$ cat src/rtl/mem_arbiter_pkg.sv
// Shared encodings and default widths for the two-cache memory arbiter.
package mem_arbiter_pkg;

  localparam int ADDR_W_DEF         = 6;
  localparam int DATA_W_DEF         = 32;
  localparam int TIMEOUT_CYCLES_DEF = 64;

  typedef enum logic [1:0] {
    IDLE  = 2'd0,
    ISSUE = 2'd1,
    WAIT  = 2'd2,
    DONE  = 2'd3
  } state_t;

  localparam logic OWN_D = 1'b0;
  localparam logic OWN_I = 1'b1;

endpackage

$ cat src/rtl/mem_arbiter_if.sv
// Cache-side and memory-side bus of the arbiter; slave is the arbiter's view.
interface mem_arbiter_if #(
  parameter int ADDR_W = 6,
  parameter int DATA_W = 32
);
  logic              D_READ;
  logic              D_WRITE;
  logic [ADDR_W-1:0] D_ADDRESS;
  logic [DATA_W-1:0] D_WRITEDATA;
  logic [DATA_W-1:0] D_READDATA;
  logic              D_BUSYWAIT;
  logic              I_READ;
  logic [ADDR_W-1:0] I_ADDRESS;
  logic [DATA_W-1:0] I_READDATA;
  logic              I_BUSYWAIT;
  logic              MEM_READ;
  logic              MEM_WRITE;
  logic [ADDR_W-1:0] MEM_ADDRESS;
  logic [DATA_W-1:0] MEM_WRITEDATA;
  logic [DATA_W-1:0] MEM_READDATA;
  logic              MEM_BUSYWAIT;

  modport slave (
    input  D_READ, D_WRITE, D_ADDRESS, D_WRITEDATA, I_READ, I_ADDRESS,
    input  MEM_READDATA, MEM_BUSYWAIT,
    output D_READDATA, D_BUSYWAIT, I_READDATA, I_BUSYWAIT,
    output MEM_READ, MEM_WRITE, MEM_ADDRESS, MEM_WRITEDATA
  );

  modport master (
    output D_READ, D_WRITE, D_ADDRESS, D_WRITEDATA, I_READ, I_ADDRESS,
    output MEM_READDATA, MEM_BUSYWAIT,
    input  D_READDATA, D_BUSYWAIT, I_READDATA, I_BUSYWAIT,
    input  MEM_READ, MEM_WRITE, MEM_ADDRESS, MEM_WRITEDATA
  );

endinterface

$ cat src/rtl/mem_arbiter_rr_arbiter2.sv
// Two-request round-robin grant: a lone request wins, a tie goes to the port
// that did not win last time.
module mem_arbiter_rr_arbiter2
  import mem_arbiter_pkg::*;
(
  input  logic req_d,
  input  logic req_i,
  input  logic lg,
  output logic gnt_valid,
  output logic gnt_owner
);

  always_comb begin
    gnt_valid = req_d | req_i;
    gnt_owner = OWN_D;
    if (req_d && req_i) begin
      gnt_owner = ~lg;
    end else if (req_i) begin
      gnt_owner = OWN_I;
    end
  end

endmodule

$ cat src/rtl/mem_arbiter.sv
// Shares one memory port between the data and instruction caches: round-robin
// grant, one transaction at a time, sticky latency watchdog.
module mem_arbiter
  import mem_arbiter_pkg::*;
#(
  parameter int ADDR_W         = ADDR_W_DEF,
  parameter int DATA_W         = DATA_W_DEF,
  parameter int TIMEOUT_CYCLES = TIMEOUT_CYCLES_DEF
) (
  input  logic          CLK,
  input  logic          RESET,
  mem_arbiter_if.slave  bus,
  output logic          TIMEOUT_ERR
);

  localparam int              CNT_W   = $clog2(TIMEOUT_CYCLES + 1);
  localparam logic [CNT_W-1:0] CNT_MAX = CNT_W'(TIMEOUT_CYCLES);

  state_t            state;
  state_t            state_nxt;
  logic              owner;
  logic              lg;
  logic [CNT_W-1:0]  cnt;
  logic              timeout_err;
  logic              req_d;
  logic              req_i;
  logic              gnt_valid;
  logic              gnt_owner;
  logic              take_grant;
  logic              txn_done;
  logic              mem_read;
  logic              mem_write;
  logic [ADDR_W-1:0] mem_address;
  logic [DATA_W-1:0] mem_writedata;
  logic [DATA_W-1:0] d_readdata;
  logic [DATA_W-1:0] i_readdata;

  assign req_d = bus.D_READ | bus.D_WRITE;
  assign req_i = bus.I_READ;

  mem_arbiter_rr_arbiter2 u_rr (
    .req_d     (req_d),
    .req_i     (req_i),
    .lg        (lg),
    .gnt_valid (gnt_valid),
    .gnt_owner (gnt_owner)
  );

  always_ff @(posedge CLK or negedge RESET) begin
    if (!RESET) begin
      state <= IDLE;
    end else begin
      state <= state_nxt;
    end
  end

  always_comb begin
    state_nxt  = state;
    take_grant = 1'b0;
    txn_done   = 1'b0;
    case (state)
      IDLE: begin
        if (gnt_valid) begin
          state_nxt  = ISSUE;
          take_grant = 1'b1;
        end
      end
      ISSUE: state_nxt = WAIT;
      WAIT: begin
        if (!bus.MEM_BUSYWAIT) begin
          state_nxt = DONE;
          txn_done  = 1'b1;
        end
      end
      DONE:    state_nxt = IDLE;
      default: state_nxt = IDLE;
    endcase
  end

  // Control: owner/last-grant, memory strobes and the saturating watchdog.
  always_ff @(posedge CLK or negedge RESET) begin
    if (!RESET) begin
      owner       <= OWN_D;
      lg          <= OWN_I;
      mem_read    <= 1'b0;
      mem_write   <= 1'b0;
      cnt         <= '0;
      timeout_err <= 1'b0;
    end else begin
      if (take_grant) begin
        owner     <= gnt_owner;
        lg        <= gnt_owner;
        mem_read  <= (gnt_owner == OWN_I) | bus.D_READ;
        mem_write <= (gnt_owner == OWN_D) & bus.D_WRITE;
      end
      if (txn_done) begin
        mem_read  <= 1'b0;
        mem_write <= 1'b0;
        cnt       <= '0;
      end else if (state == WAIT && cnt != CNT_MAX) begin
        cnt <= cnt + 1'b1;
        if (cnt == CNT_MAX - 1'b1) begin
          timeout_err <= 1'b1;
        end
      end
    end
  end

  // Datapath: request latch at grant, read return only to a still-waiting owner.
  always_ff @(posedge CLK or negedge RESET) begin
    if (!RESET) begin
      mem_address   <= '0;
      mem_writedata <= '0;
      d_readdata    <= '0;
      i_readdata    <= '0;
    end else begin
      if (take_grant) begin
        mem_address <= (gnt_owner == OWN_I) ? bus.I_ADDRESS : bus.D_ADDRESS;
        if (gnt_owner == OWN_D) begin
          mem_writedata <= bus.D_WRITEDATA;
        end
      end
      if (txn_done && mem_read && owner == OWN_D && bus.D_READ) begin
        d_readdata <= bus.MEM_READDATA;
      end
      if (txn_done && mem_read && owner == OWN_I && bus.I_READ) begin
        i_readdata <= bus.MEM_READDATA;
      end
    end
  end

  assign bus.D_BUSYWAIT    = req_d & ~(state == DONE && owner == OWN_D);
  assign bus.I_BUSYWAIT    = req_i & ~(state == DONE && owner == OWN_I);
  assign bus.MEM_READ      = mem_read;
  assign bus.MEM_WRITE     = mem_write;
  assign bus.MEM_ADDRESS   = mem_address;
  assign bus.MEM_WRITEDATA = mem_writedata;
  assign bus.D_READDATA    = d_readdata;
  assign bus.I_READDATA    = i_readdata;
  assign TIMEOUT_ERR       = timeout_err;

endmodule

$ cat src/flat_wrapper.sv
// flat-port wrapper written by rule: the top's interface ports become plain ports
module mem_arbiter_flat import mem_arbiter_pkg::*;
#(
  parameter int ADDR_W         = ADDR_W_DEF,
  parameter int DATA_W         = DATA_W_DEF,
  parameter int TIMEOUT_CYCLES = TIMEOUT_CYCLES_DEF
)
  (CLK, RESET, TIMEOUT_ERR, bus_D_READ, bus_D_WRITE, bus_D_ADDRESS, bus_D_WRITEDATA, bus_I_READ, bus_I_ADDRESS, bus_MEM_READDATA, bus_MEM_BUSYWAIT, bus_D_READDATA, bus_D_BUSYWAIT, bus_I_READDATA, bus_I_BUSYWAIT, bus_MEM_READ, bus_MEM_WRITE, bus_MEM_ADDRESS, bus_MEM_WRITEDATA);
  mem_arbiter_if #(.ADDR_W(ADDR_W), .DATA_W(DATA_W)) bus_i ();
  input  logic CLK;
  input  logic RESET;
  output logic TIMEOUT_ERR;
  input wire logic [$bits(bus_i.D_READ)-1:0] bus_D_READ;
  input wire logic [$bits(bus_i.D_WRITE)-1:0] bus_D_WRITE;
  input wire logic [$bits(bus_i.D_ADDRESS)-1:0] bus_D_ADDRESS;
  input wire logic [$bits(bus_i.D_WRITEDATA)-1:0] bus_D_WRITEDATA;
  input wire logic [$bits(bus_i.I_READ)-1:0] bus_I_READ;
  input wire logic [$bits(bus_i.I_ADDRESS)-1:0] bus_I_ADDRESS;
  input wire logic [$bits(bus_i.MEM_READDATA)-1:0] bus_MEM_READDATA;
  input wire logic [$bits(bus_i.MEM_BUSYWAIT)-1:0] bus_MEM_BUSYWAIT;
  output wire logic [$bits(bus_i.D_READDATA)-1:0] bus_D_READDATA;
  output wire logic [$bits(bus_i.D_BUSYWAIT)-1:0] bus_D_BUSYWAIT;
  output wire logic [$bits(bus_i.I_READDATA)-1:0] bus_I_READDATA;
  output wire logic [$bits(bus_i.I_BUSYWAIT)-1:0] bus_I_BUSYWAIT;
  output wire logic [$bits(bus_i.MEM_READ)-1:0] bus_MEM_READ;
  output wire logic [$bits(bus_i.MEM_WRITE)-1:0] bus_MEM_WRITE;
  output wire logic [$bits(bus_i.MEM_ADDRESS)-1:0] bus_MEM_ADDRESS;
  output wire logic [$bits(bus_i.MEM_WRITEDATA)-1:0] bus_MEM_WRITEDATA;
  assign bus_i.D_READ = bus_D_READ;
  assign bus_i.D_WRITE = bus_D_WRITE;
  assign bus_i.D_ADDRESS = bus_D_ADDRESS;
  assign bus_i.D_WRITEDATA = bus_D_WRITEDATA;
  assign bus_i.I_READ = bus_I_READ;
  assign bus_i.I_ADDRESS = bus_I_ADDRESS;
  assign bus_i.MEM_READDATA = bus_MEM_READDATA;
  assign bus_i.MEM_BUSYWAIT = bus_MEM_BUSYWAIT;
  assign bus_D_READDATA = bus_i.D_READDATA;
  assign bus_D_BUSYWAIT = bus_i.D_BUSYWAIT;
  assign bus_I_READDATA = bus_i.I_READDATA;
  assign bus_I_BUSYWAIT = bus_i.I_BUSYWAIT;
  assign bus_MEM_READ = bus_i.MEM_READ;
  assign bus_MEM_WRITE = bus_i.MEM_WRITE;
  assign bus_MEM_ADDRESS = bus_i.MEM_ADDRESS;
  assign bus_MEM_WRITEDATA = bus_i.MEM_WRITEDATA;
  mem_arbiter #(.ADDR_W(ADDR_W), .DATA_W(DATA_W), .TIMEOUT_CYCLES(TIMEOUT_CYCLES)) u_core (.CLK(CLK), .RESET(RESET), .bus(bus_i), .TIMEOUT_ERR(TIMEOUT_ERR));
endmodule
$ cat config.mk
export PLATFORM = sky130hd
export DESIGN_NAME = mem_arbiter_flat
export DESIGN_NICKNAME = d
export VERILOG_FILES = /design/src/rtl/mem_arbiter_pkg.sv /design/src/rtl/mem_arbiter_if.sv /design/src/rtl/mem_arbiter_rr_arbiter2.sv /design/src/rtl/mem_arbiter.sv /design/src/flat_wrapper.sv
export SDC_FILE = /design/constraint.sdc
export NUM_CORES = 1
export LEC_CHECK = 0
export BUFFER_PORTS_ARGS = -buffer_cell sky130_fd_sc_hd__buf_2
export CAP_MARGIN = 20
export CORE_ASPECT_RATIO = 0.8
export CORE_MARGIN = 10
export CORE_UTILIZATION = 35
export DETAILED_ROUTE_END_ITERATION = 12
export HOLD_SLACK_MARGIN = 0.06
export SLEW_MARGIN = 30
export SYNTH_ARGS = -nofsm -noshare
export SYNTH_HDL_FRONTEND = slang
export SYNTH_HIERARCHICAL = 1
export SYNTH_SLANG_ARGS = --single-unit
$ cat constraint.sdc
create_clock -name CLK -period 3.4 [get_ports CLK]
set_clock_uncertainty 0.2 [all_clocks]
set_input_delay 0.34 -clock CLK [delete_from_list [all_inputs] [get_ports CLK]]
set_output_delay 0.34 -clock CLK [all_outputs]
set_load 0.02 [all_outputs]
==> results.sh <==
export IMPL_cts_sink_count=116
export IMPL_synth_edff_count=0
export IMPL_status="finished clean"
export IMPL_max_freq_mhz=354
export IMPL_worst_path_buf_inv=3
export IMPL_power_switching_w=0.00260
export IMPL_insertion_delay_ns=0.41
export IMPL_clock_path_buffers=2
export IMPL_numCtsBuffers=17
export IMPL_hold_class="in -> reg"
export IMPL_synth_top_cell_by_area="dfrtp_1"
export IMPL_numPortBuffers=188
export IMPL_drtAntennaViolNets=0
export IMPL_synth_main_ff_cell="dfrtp_1"
export IMPL_drtIter0Drc=91
export IMPL_synth_area_sq_um=4810
export IMPL_cts_max_level=4
export IMPL_vias=3535
export IMPL_end_kind="register"
export IMPL_die_height_um=125
export IMPL_arrival_ns=2.91
export IMPL_slew_violations=0
export IMPL_path_cells="dlygate4sd3_1 > buf_2 > or2_2 > or2_1 > nand2_2 > or2_2 > buf_4 > mux2_2"
export IMPL_root_buffer="clkbuf_16"
export IMPL_globalplace_congestion=0.806
export IMPL_dieArea_sq_um=18800
export IMPL_vdd_ir_drop_max_uv=583
export IMPL_fin_setup_tns_ns=0
export IMPL_setup_viol=0
export IMPL_drc=0
export IMPL_synth_ff_latch_count=116
export IMPL_first_global_vias=4005
export IMPL_area_growth_pct=52.7
export IMPL_cp_slowest_cell="dlygate4sd3_1"
export IMPL_power_leakage_nw=3.74
export IMPL_syn_area_per_cell_sq_um=15.4
export IMPL_grt_setup_unrepaired="no"
export IMPL_grt_pass1_wl_um=21000
export IMPL_io_pins=189
export IMPL_post_dp_hpwl_um=9090
export IMPL_die_x_um=151
export IMPL_cts_resized=0
export IMPL_cap_violations=0
export IMPL_finalHoldViolations=0
export IMPL_netlist_instances=313
export IMPL_rows=38
export IMPL_cp_common_cell="or2_2"
export IMPL_mostFrequentLayoutCells="buf_2, dfrtp_1, dlygate4sd3_1"
export IMPL_wirelength_um=12900
export IMPL_synth_area_top_cells="dfrtp_1, mux2_2, mux2_4, buf_6, ha_1"
export IMPL_syn_nets=401
export IMPL_cp_top_family="simple AND/OR/NAND/NOR gates"
export IMPL_fin_nets=678
export IMPL_final_util=0.544
export IMPL_diodes=0
export IMPL_seq_area_frac_synth=0.604
export IMPL_antenna_found_initial=0
export IMPL_drtPass1Iterations=4
export IMPL_intPower_w=0.00477
export IMPL_initial_utilization=0.356
export IMPL_path_clk_slew_ns=0.05
export IMPL_min_period_over_period=0.831
export IMPL_worst_pin_slew_ns=0.796
export IMPL_path_max_fanout=17
export IMPL_swShare=0.353
export IMPL_startpoint_type="input port"
export IMPL_slowest_delay_ns=0.53
export IMPL_cts_tree="yes"
export IMPL_grt_max_degree=62
export IMPL_grtUsageTotal=0.140
export IMPL_crit_type="in -> reg"
export IMPL_wl_per_cell_um=16.4
export IMPL_vias_per_cell=4.51
export IMPL_power_frac_comb=0.397
export IMPL_cp_required_ns=3.49
export IMPL_p_clk_frac=0.269
export IMPL_core_area_sq_um=13500
export IMPL_synthDistinctLibCells=38
export IMPL_grt_ovfl_total=0
export IMPL_synth_top_area_frac=0.599
export IMPL_async_reset_ff_frac=1.00
export IMPL_seqPwrFrac=0.334
export IMPL_final_common_cell="buf_2"
export IMPL_powerDensity_nw_per_um2=1000
export IMPL_period_needed_ns=2.83
export IMPL_slew_headroom=0.470
export IMPL_yosysWarnings=6
export IMPL_drive_gt1_frac=0.532
## stage by stage
| stage | area (sq um) | setup WS [ns] | power, W | std cells | hold slack [ns] |
|---|---|---|---|---|---|
| floorplan | 4810 | 1.37 | 0.00434 | 313 | -0.156 |
| global placement | 5890 | 0.781 | 0.00528 | 672 | 0.252 |
| detailed placement | 5890 | 0.707 | 0.00537 | 672 | 0.253 |
| CTS | 7340 | 0.586 | 0.00747 | 783 | 0.115 |
| global route | 7340 | 0.431 | 0.00779 | 783 | 0.140 |
| finish | 7340 | 0.573 | 0.00736 | 783 | 0.141 |
## worst reg2reg max path, stage by stage, from the launching register on
cell     delay (ns)
dfrtp_1        0.40
inv_1          0.12
ha_1           0.31
nor2b_4        0.22
and4_1         0.23
buf_4          0.40
mux2_2         0.44
## layout make-up
type / instances / area, sq um
clock buffer: 24 / 492
clock inverter: 8 / 170
fill: 1140 / 6160
inverter: 7 / 26.3
multi-input combinational: 175 / 1730
sequential: 116 / 2900
tap: 180 / 225
timing repair buffer: 273 / 1790
## path summary, 6_finish.rpt
| kind | start | end | slack (ns) | cells after the start |
|---|---|---|---|---|
| max | bus_D_READ | u_core/bus.MEM_WRITEDATA[1] | 0.57 | 8 |
| min | bus_MEM_BUSYWAIT | u_core/cnt[5] | 0.14 | 3 |
| max reg2reg | u_core/state[0] | u_core/bus.D_READDATA[10] | 0.97 | 6 |
| min reg2reg | u_core/lg | u_core/lg | 0.26 | 2 |
| max in group asynchronous | RESET | u_core/bus.I_READDATA[28] | 1.87 | 3 |
| min in group asynchronous | RESET | u_core/bus.MEM_WRITEDATA[10] | 0.36 | 2 |
## flip-flops by register name (all words and copies together) (netlist names)
register / cells
u_core/TIMEOUT_ERR: 1
u_core/bus.D_READDATA: 32
u_core/bus.I_READDATA: 32
u_core/bus.MEM_ADDRESS: 6
u_core/bus.MEM_READ: 1
u_core/bus.MEM_WRITE: 1
u_core/bus.MEM_WRITEDATA: 32
u_core/cnt: 7
u_core/lg: 1
u_core/owner: 1
u_core/state: 2
## synthesized netlist by cell type, drive strengths merged, types with 3 or more instances
library cell  number
mux2i              6
dfrtp            115
mux2              97
o21ai              6
nand3              8
inv                7
nand2             17
nor2b              3
or2                4
a21oi              3
buf               14
ha                 6
a21boi             3
## power by group through the flow
stage          logic [W]  registers (W)  clock network, W
4_1_cts          0.00297        0.00247           0.00203
6_report         0.00292        0.00246           0.00198
2_1_floorplan    0.00113        0.00321                 0
5_1_grt          0.00315        0.00256           0.00209
3_5_place_dp     0.00289        0.00248                 0
3_3_place_gp     0.00283        0.00246                 0
## metal layers
layer  vias to the layer above  part of all wire  GRT usage
li1                       1664                 -          -
met1                      1715              0.43      0.162
met2                       139              0.47      0.223
met3                        17             0.086     0.0664
met4                         0             0.014     0.0464
met5                         -                 0          0
## cells by family after synthesis
kind of cell | count (synthesis) | synth area share
buffers and inverters | 22 | 0.0354
AND/OR/NAND/NOR | 45 | 0.0505
adder cells (fa/ha/maj) | 6 | 0.0156
flip-flops | 116 | 0.604
AO/OA/AOI/OAI | 21 | 0.0310
multiplexers | 103 | 0.263
## repair_timing
action                    in CTS  in global routing
buffers inserted               0                  0
hold buffers                  79                  0
hold endpoints to repair     163                  0
(Power assumes the default switching activity.)
